<file path="config.mk">
export PLATFORM = sky130hd
export DESIGN_NAME = axi_id_remap_table
export DESIGN_NICKNAME = d
export VERILOG_FILES = /design/src/rtl/axi_id_remap_pkg.sv /design/src/rtl/axi_id_remap_slot_find.sv /design/src/rtl/axi_id_remap_table.sv
export SDC_FILE = /design/constraint.sdc
export NUM_CORES = 1
export LEC_CHECK = 0
export CORE_MARGIN = 3
export CORE_UTILIZATION = 60
export CTS_CLUSTER_SIZE = 12
export DETAILED_ROUTE_END_ITERATION = 7
export DONT_BUFFER_PORTS = 1
export HOLD_SLACK_MARGIN = 0.05
export PLACE_DENSITY = 0.76
export SLEW_MARGIN = 0
export SYNTH_ARGS = -nofsm -noshare
export SYNTH_HDL_FRONTEND = slang
export SYNTH_SLANG_ARGS = --single-unit
</file>
<file path="constraint.sdc">
create_clock -name clk_i -period 8.9 [get_ports clk_i]
set_input_delay 1.78 -clock clk_i [delete_from_list [all_inputs] [get_ports clk_i]]
set_output_delay 1.78 -clock clk_i [all_outputs]
set_load 0.02 [all_outputs]
</file>
<file path="src/rtl/axi_id_remap_pkg.sv">
// Shared defaults and helpers for the AXI ID remap slot table.
package axi_id_remap_pkg;

   localparam int unsigned AXI_ID_IN_DEF  = 8;
   localparam int unsigned AXI_ID_OUT_DEF = 4;
   localparam int unsigned ID_SLOT_DEF    = 16;
   localparam int unsigned MAX_TXNS_DEF   = 8;

   // Counter must hold 0..max_txns inclusive.
   function automatic int unsigned cnt_width(input int unsigned max_txns);
      return $clog2(max_txns + 1);
   endfunction

endpackage

</file>
<file path="src/rtl/axi_id_remap_slot_find.sv">
// Combinational slot search: busy slot holding the request ID, and lowest-index free slot.
module axi_id_remap_slot_find
   import axi_id_remap_pkg::*;
#(
   parameter int unsigned AXI_ID_IN = AXI_ID_IN_DEF,
   parameter int unsigned CNT_W     = 4,
   parameter int unsigned ID_SLOT   = ID_SLOT_DEF,
   parameter int unsigned IDX_W     = 4
) (
   input  logic [ID_SLOT-1:0][AXI_ID_IN-1:0] i_id_vec,
   input  logic [ID_SLOT-1:0][CNT_W-1:0]     i_cnt_vec,
   input  logic [AXI_ID_IN-1:0]              i_push_id,
   output logic                              o_match_valid,
   output logic [IDX_W-1:0]                  o_match_idx,
   output logic                              o_free_valid,
   output logic [IDX_W-1:0]                  o_free_idx
);

   logic             w_match_valid;
   logic [IDX_W-1:0] w_match_idx;
   logic             w_free_valid;
   logic [IDX_W-1:0] w_free_idx;

   always_comb begin
      w_match_valid = 1'b0;
      w_match_idx   = '0;
      w_free_valid  = 1'b0;
      w_free_idx    = '0;
      for (int i = 0; i < int'(ID_SLOT); i++) begin
         if (i_cnt_vec[i] != '0 && i_id_vec[i] == i_push_id && !w_match_valid) begin
            w_match_valid = 1'b1;
            w_match_idx   = IDX_W'(i);
         end
         if (i_cnt_vec[i] == '0 && !w_free_valid) begin
            w_free_valid = 1'b1;
            w_free_idx   = IDX_W'(i);
         end
      end
   end

   assign o_match_valid = w_match_valid;
   assign o_match_idx   = w_match_idx;
   assign o_free_valid  = w_free_valid;
   assign o_free_idx    = w_free_idx;

endmodule

</file>
<file path="src/rtl/axi_id_remap_table.sv">
// ID compression/restoration slot table for one AXI direction.
// Optional sticky illegal-pop flag err_o when AXI_ID_REMAP_TABLE_ERR_EN is defined.
module axi_id_remap_table
   import axi_id_remap_pkg::*;
#(
   parameter int unsigned AXI_ID_IN  = AXI_ID_IN_DEF,
   parameter int unsigned AXI_ID_OUT = AXI_ID_OUT_DEF,
   parameter int unsigned ID_SLOT    = ID_SLOT_DEF,
   parameter int unsigned MAX_TXNS   = MAX_TXNS_DEF
) (
   input  logic                  clk_i,
   input  logic                  rst_ni,
   input  logic                  push_valid_i,
   output logic                  push_ready_o,
   input  logic [AXI_ID_IN-1:0]  push_id_i,
   output logic [AXI_ID_OUT-1:0] push_slot_o,
   input  logic                  pop_valid_i,
   input  logic                  pop_last_i,
   input  logic [AXI_ID_OUT-1:0] pop_slot_i,
   output logic [AXI_ID_IN-1:0]  pop_id_o,
   output logic                  empty_o,
   output logic                  full_o
`ifdef AXI_ID_REMAP_TABLE_ERR_EN
   ,
   output logic                  err_o
`endif
);

   localparam int unsigned CNT_W = cnt_width(MAX_TXNS);
   localparam int unsigned IDX_W = (ID_SLOT > 1) ? $clog2(ID_SLOT) : 1;
   localparam logic [CNT_W-1:0]    MAX_CNT  = CNT_W'(MAX_TXNS);
   localparam logic [AXI_ID_OUT:0] SLOT_LIM = (AXI_ID_OUT + 1)'(ID_SLOT);

   if (ID_SLOT > (2 ** AXI_ID_OUT)) begin : g_bad_cfg
      $error("ID_SLOT exceeds the narrow ID space 2**AXI_ID_OUT");
   end

   typedef struct packed {
      logic [AXI_ID_IN-1:0] id;
      logic [CNT_W-1:0]     cnt;
   } slot_t;

   slot_t [ID_SLOT-1:0] r_slot;

   logic [ID_SLOT-1:0][AXI_ID_IN-1:0] w_id_vec;
   logic [ID_SLOT-1:0][CNT_W-1:0]     w_cnt_vec;
   logic                              w_match_valid;
   logic [IDX_W-1:0]                  w_match_idx;
   logic                              w_free_valid;
   logic [IDX_W-1:0]                  w_free_idx;
   logic [IDX_W-1:0]                  w_sel_idx;
   logic                              w_push_fire;
   logic [IDX_W-1:0]                  w_pop_idx;
   logic                              w_pop_in_range;
   logic                              w_pop_slot_idle;
   logic                              w_pop_fire;
   logic [ID_SLOT-1:0]                w_inc;
   logic [ID_SLOT-1:0]                w_dec;
   logic                              w_empty;

   always_comb begin
      for (int i = 0; i < int'(ID_SLOT); i++) begin
         w_id_vec[i]  = r_slot[i].id;
         w_cnt_vec[i] = r_slot[i].cnt;
      end
   end

   axi_id_remap_slot_find #(
      .AXI_ID_IN (AXI_ID_IN),
      .CNT_W     (CNT_W),
      .ID_SLOT   (ID_SLOT),
      .IDX_W     (IDX_W)
   ) u_slot_find (
      .i_id_vec      (w_id_vec),
      .i_cnt_vec     (w_cnt_vec),
      .i_push_id     (push_id_i),
      .o_match_valid (w_match_valid),
      .o_match_idx   (w_match_idx),
      .o_free_valid  (w_free_valid),
      .o_free_idx    (w_free_idx)
   );

   // A saturated matching slot blocks the push; never fall back to a fresh slot.
   assign w_sel_idx    = w_match_valid ? w_match_idx : w_free_idx;
   assign push_ready_o = w_match_valid ? (r_slot[w_match_idx].cnt < MAX_CNT) : w_free_valid;
   assign w_push_fire  = push_valid_i & push_ready_o;

   always_comb begin
      push_slot_o              = '0;
      push_slot_o[IDX_W-1:0]   = w_sel_idx;
   end

   assign w_pop_idx       = pop_slot_i[IDX_W-1:0];
   assign w_pop_in_range  = {1'b0, pop_slot_i} < SLOT_LIM;
   assign w_pop_slot_idle = !w_pop_in_range || (r_slot[w_pop_idx].cnt == '0);
   assign w_pop_fire      = pop_valid_i & pop_last_i & !w_pop_slot_idle;
   assign pop_id_o        = w_pop_in_range ? r_slot[w_pop_idx].id : '0;

   always_comb begin
      w_empty = 1'b1;
      for (int i = 0; i < int'(ID_SLOT); i++) begin
         w_inc[i] = w_push_fire && (w_sel_idx == IDX_W'(i));
         w_dec[i] = w_pop_fire && (w_pop_idx == IDX_W'(i));
         if (r_slot[i].cnt != '0) w_empty = 1'b0;
      end
   end

   assign empty_o = w_empty;
   assign full_o  = !w_free_valid;

   always_ff @(posedge clk_i or negedge rst_ni) begin
      if (!rst_ni) begin
         r_slot <= '0;
      end else begin
         for (int i = 0; i < int'(ID_SLOT); i++) begin
            if (w_inc[i] && !w_dec[i]) begin
               r_slot[i].cnt <= r_slot[i].cnt + CNT_W'(1);
            end else if (w_dec[i] && !w_inc[i]) begin
               r_slot[i].cnt <= r_slot[i].cnt - CNT_W'(1);
            end
            if (w_inc[i] && !w_match_valid) r_slot[i].id <= push_id_i;
         end
      end
   end

`ifdef AXI_ID_REMAP_TABLE_ERR_EN
   logic r_err;

   // Any response beat without an outstanding transaction behind it is illegal.
   always_ff @(posedge clk_i or negedge rst_ni) begin
      if (!rst_ni) begin
         r_err <= 1'b0;
      end else if (pop_valid_i && w_pop_slot_idle) begin
         r_err <= 1'b1;
      end
   end

   assign err_o = r_err;
`endif

endmodule

</file>
# Word level (Yosys, flattened, before mapping)
# Index checks and enable logic that the tools add are counted.
# op_classes
n_eq_ne	46
add_sub_neg	32
bitwise_logic	3
mux	116
n_lt_le_gt_ge	3
n_reduce_logical	242
# op_table
cell	count
$mux 4	50
$eq 8x8->1	16
$logic_and 1x1->1	126
$bmux 12 s4	2
$logic_not 4->1	19
$logic_not 1->1	65
$add 4x1->4 const B	16
$eq 4x4->1 const B	16
$reduce_bool 4->1	16
$sub 4x1->4 const B	16
$mux 1	51
$eq 4x3->1 const B	8
$reduce_bool 2->1	16
$mux 3	8
$eq 4x2->1 const B	4
$mux 12	1
$lt 4x5->1 const B	2
$eq 4x1->1 const B	2
$mux 2	4
$lt 4x4->1 const B	1
$and 1x1->1	3
# totals
regBits	192
elab_cells	474

# Depth between registers and ports, before layout
# depth
word_depth	58
ltp_mapped	24

# By module
# A second synthesis with hierarchy kept.
# hier_totals
hier_cells	1023
area_unflattened_um2	12460.7
# modules_own_cells
module	cells_each	seq_area_each_um2	n_inst	area_per_inst_um2
axi_id_remap_table	757	4804.6	1	10266.1
axi_id_remap_slot_find	266	0.0	1	2194.6

# Worst setup path after synthesis
# Ideal clock, no wire load.
# synth_timing
kind	input-to-output
start	input push_id_i[1]
end	output push_ready_o
arrival_time_ns	4.538
path_buffers	4
path_slack_ns	2.582
path_stages	15
cell_sequence	buf_2 -> buf_6 -> xnor2_1 -> nand2_1 -> or4_4 -> and4_4 -> a32oi_2 -> o21a_4 -> nand2_4 -> mux2i_1 -> a2111oi_4 -> and3_1 -> buf_4 -> buf_6 -> inv_2
# synth_via
elab_chain_len	52
elab_cells_between_ends	97
cone_classes	order compare (1); eq/ne (16); mux (34); reduce/logical (46)
# synth_rtl
item	line	source
start, declared	axi_id_remap_table.sv:15	input logic [AXI_ID_IN-1:0] push_id_i,
$eq 8x8->1	axi_id_remap_slot_find.sv:30	if (i_cnt_vec[i] != '0 && i_id_vec[i] == i_push_id && !w_match_valid) begin
$logic_and 1x1->1	axi_id_remap_slot_find.sv:30	
$mux 1	axi_id_remap_slot_find.sv:30	
$logic_not 1->1	axi_id_remap_slot_find.sv:30	
$logic_and 1x1->1	axi_id_remap_slot_find.sv:30	
$mux 1	axi_id_remap_slot_find.sv:30	
$logic_not 1->1	axi_id_remap_slot_find.sv:30	
$logic_and 1x1->1	axi_id_remap_slot_find.sv:30	
(+36 left out)	--	
$mux 1	axi_id_remap_slot_find.sv:30	
$logic_not 1->1	axi_id_remap_slot_find.sv:30	
$logic_and 1x1->1	axi_id_remap_slot_find.sv:30	
$mux 4	axi_id_remap_slot_find.sv:30	
$bmux 12 s4	axi_id_remap_table.sv:85	assign push_ready_o = w_match_valid ? (r_slot[w_match_idx].cnt < MAX_CNT) : w_free_valid;
$mux 4 (implied by the code)	axi_id_remap_table.sv:85	
$lt 4x4->1	axi_id_remap_table.sv:85	
$mux 1 (*)	axi_id_remap_table.sv:85	
end, declared	axi_id_remap_table.sv:14	output logic push_ready_o,
# Every way passes the cells marked *; elsewhere a longest branch is shown, timed or not. The select of a mux whose other input is x is not followed.

# Final worst setup path
# layout_timing
start	input push_id_i[7]
end	output push_ready_o
# The elaborated chain is that of the path after synthesis.

==> run summary <==
status: finished, final reports clean
FF+latch count, synth: 192
hold crit path type: register to register
area grow syn2layout: 4.77%
Congestion Overflow GR: 0
Clk Latency, worst-skew pair: 0.45 ns
asr flop ratio synth: 100%
Tcrit/Tclk final: 76.1%
combinational share of power: 52.1%
Worst Path Class, Setup: primary input to output port
max reg flops: 192
dpl ws: 2.18 ns
fin crit period: 6.77 ns
setup bufs post-CTS: 0
initial core utilization: 61.8%
Reg2Reg Depth: 18
P_int: 3.04 mW
Remaining DRCs: 0
crit path max fanout: 32
H-tree depth: 4
die area: 22,800 um^2
CTS Buffer Depth: 2
FMAX: 0.148 GHz
largest net degree at the start of global routing: 193
first-pass GRT wire length: 48,400 um
Die Y-Extent: 151 um
Wirelength per Cell: 23.0 um
DP Area: 12,600 um^2
Final Hold Vio Count: 0
total power: 5.38 mW
Detail Placement HPWL: 21,300 um
io pins: 32
clock skew: 0.0156 ns
setup TNS: 0 ns
worst rel slew slack: 30.0%
Pleak: 5.39 nW
post_cts resized: 0
RSZ-0062 raised after global routing: false
CTS buffer count: 17
drt pass-1 iters: 6
std cell rows: 52
clk slew on worst S/H paths: 0.08 ns
Mapped Area: 12,600 um^2
Max Used Layer: met4
wire length on met1: 12,900 um
dominant synthesized flop cell: dfrtp_1
hold_buf cts: 0
syn nets: 1,131
Total Wirelength: 29,800 um
die width: 151 um
max-cap check violation count: 0
Worst setup EP type: output port
Vias/cell: 6.43
routed wl met3: 2160 um
Sequential Power Share: 32.8%
worst-margin pin slew: 1.04 ns
layout cells sized above 1: 25.9%
CP arrival: 4.99 ns
most frequent cells in the layout: dfrtp_1, mux2_2, xnor2_1
clock power share: 15.0%
vias in the first global route: 8,432
sw power: 2.33 mW
Pins Over Slew Limit: 0
Sink Count: 192
clock root buffer: clkbuf_16
fin nets: 1,094
Max VDD drop: 0.000173 V
First DRT Iteration DRCs: 745
Yosys cell types: 70
routability cong.: 0.939
WL met2: 14,000 um
Worst Hold Depth: 1
switching part of the total: 43.4%
commonest non-fill, non-tap cell in the layout: dfrtp_1
Design Area, Final: 13,200 um^2
Critical Path Start Type: primary input
YS warnings: 0
Mapped Cells: 1,050
Largest Register: r_slot
CTS tree: built
Final WS setup: 2.13 ns
GRT Util Overall: 27.7%
Power Density: 407 nW/um^2
Post-DRT Antenna Nets: 0
initial antenna violation count: 0
core area: 20,400 um^2
setup violators final: 0
CP Data Required Time: 7.12 ns
Syn Area/Cell: 12.0 um^2
biggest regs: r_slot x192
routed vias: 8,335
PortBufs: 0
Post-synth EDFFs: 0
Seq/Total Area, Yosys: 38.1%
antenna cells: 0
Yosys cell counts, types with 2 or more instances:
master,instances,area share [%]
or4_4,3,0.27
clkbuf_1,20,0.60
or3_1,2,0.099
nor4_1,30,1.5
and3_1,3,0.15
nand2_1,52,1.5
xor2_1,77,5.3
ha_1,48,4.8
nor4_2,8,0.79
nand3_2,4,0.32
nand2b_1,3,0.15
mux2_2,136,12
nor3_1,16,0.63
mux4_2,43,7.7
buf_1,4,0.12
nand4_1,21,1.0
nor2b_1,6,0.30
nand3_1,22,0.87
nor3_2,7,0.56
fa_1,16,2.5
nor3b_1,2,0.12
xnor2_1,115,8.0
mux2i_1,2,0.16
buf_4,10,0.60
and2_1,4,0.20
dfrtp_1,192,38
a21oi_1,26,1.0
mux2_4,9,1.1
o211ai_1,2,0.12
nor4_4,2,0.34
or4_1,9,0.54
buf_6,15,1.3
inv_1,21,0.62
nor2_1,32,0.95
a21o_1,17,1.0
a211oi_1,6,0.36
o21ai_0,21,0.83
nand2_2,5,0.25
buf_2,8,0.32
path summary, 6_finish.rpt:
path | start | to | slack (ns)
worst max register to register | r_slot[72]$_DFFE_PN0P_ | r_slot[123]$_DFFE_PN0P_ | 3.42
worst max-delay path | push_id_i[7] | push_ready_o | 2.13
worst min-delay path | r_slot[171]$_DFFE_PN0P_ | r_slot[171]$_DFFE_PN0P_ | 0.52
min in group asynchronous | rst_ni | r_slot[1]$_DFFE_PN0P_ | 1.02
worst min register to register | r_slot[171]$_DFFE_PN0P_ | r_slot[171]$_DFFE_PN0P_ | 0.52
max in group asynchronous | rst_ni | r_slot[5]$_DFFE_PN0P_ | 7.36
routing by layer:
layer,vias to the layer above,track usage (%)
li1,3721,-
met4,0,8.52
met3,47,6.49
met5,-,0
met2,296,42.8
met1,4271,39.1
critical path: stages:
cell	delay, ns
xor2_1	0.18
nor4_1	0.42
nand3_1	0.34
and4_4	0.33
a32oi_2	0.18
o21a_4	0.20
nand2_4	0.08
mux2i_1	0.16
a2111oi_4	0.44
and3_1	0.68
inv_2	0.17
final cells by class:
cell class	instances	area [um^2]
clock buffer	17	425
clock inverter	15	203
fill	1535	7210
inverter	22	82.6
multi-input combinational	778	7350
sequential	192	4800
tap	270	338
timing repair buffer	2	15.0
power by group through the flow:
stage | Sequential [mW] | Clock [mW] | Combinational (mW)
after floorplan | 1.64 | 0 | 2.30
after global placement | 1.76 | 0 | 2.67
after detailed placement | 1.78 | 0 | 2.75
after CTS | 1.76 | 0.822 | 2.79
after global routing | 1.83 | 0.858 | 3.05
final | 1.77 | 0.808 | 2.80
stage by stage:
stage          utilization, %  cells  hold WS [ns]
6_report                 64.7   1296         0.524
5_1_grt                  64.7   1296         0.554
4_1_cts                  64.7   1296         0.525
3_5_place_dp             61.6   1264         0.514
3_3_place_gp             61.6   1264         0.491
2_1_floorplan               -   1050         0.456
cell families after synthesis:
kind of cell | count (synthesis) | share of synthesized area [%]
fa+ha+maj | 64 | 7.30
xor+xnor | 192 | 13.3
buf+inv | 80 | 3.66
simple gates | 244 | 11.8
flops | 192 | 38.1
mux | 190 | 21.0
compound gates | 88 | 4.83
(Power assumes the default switching activity.)
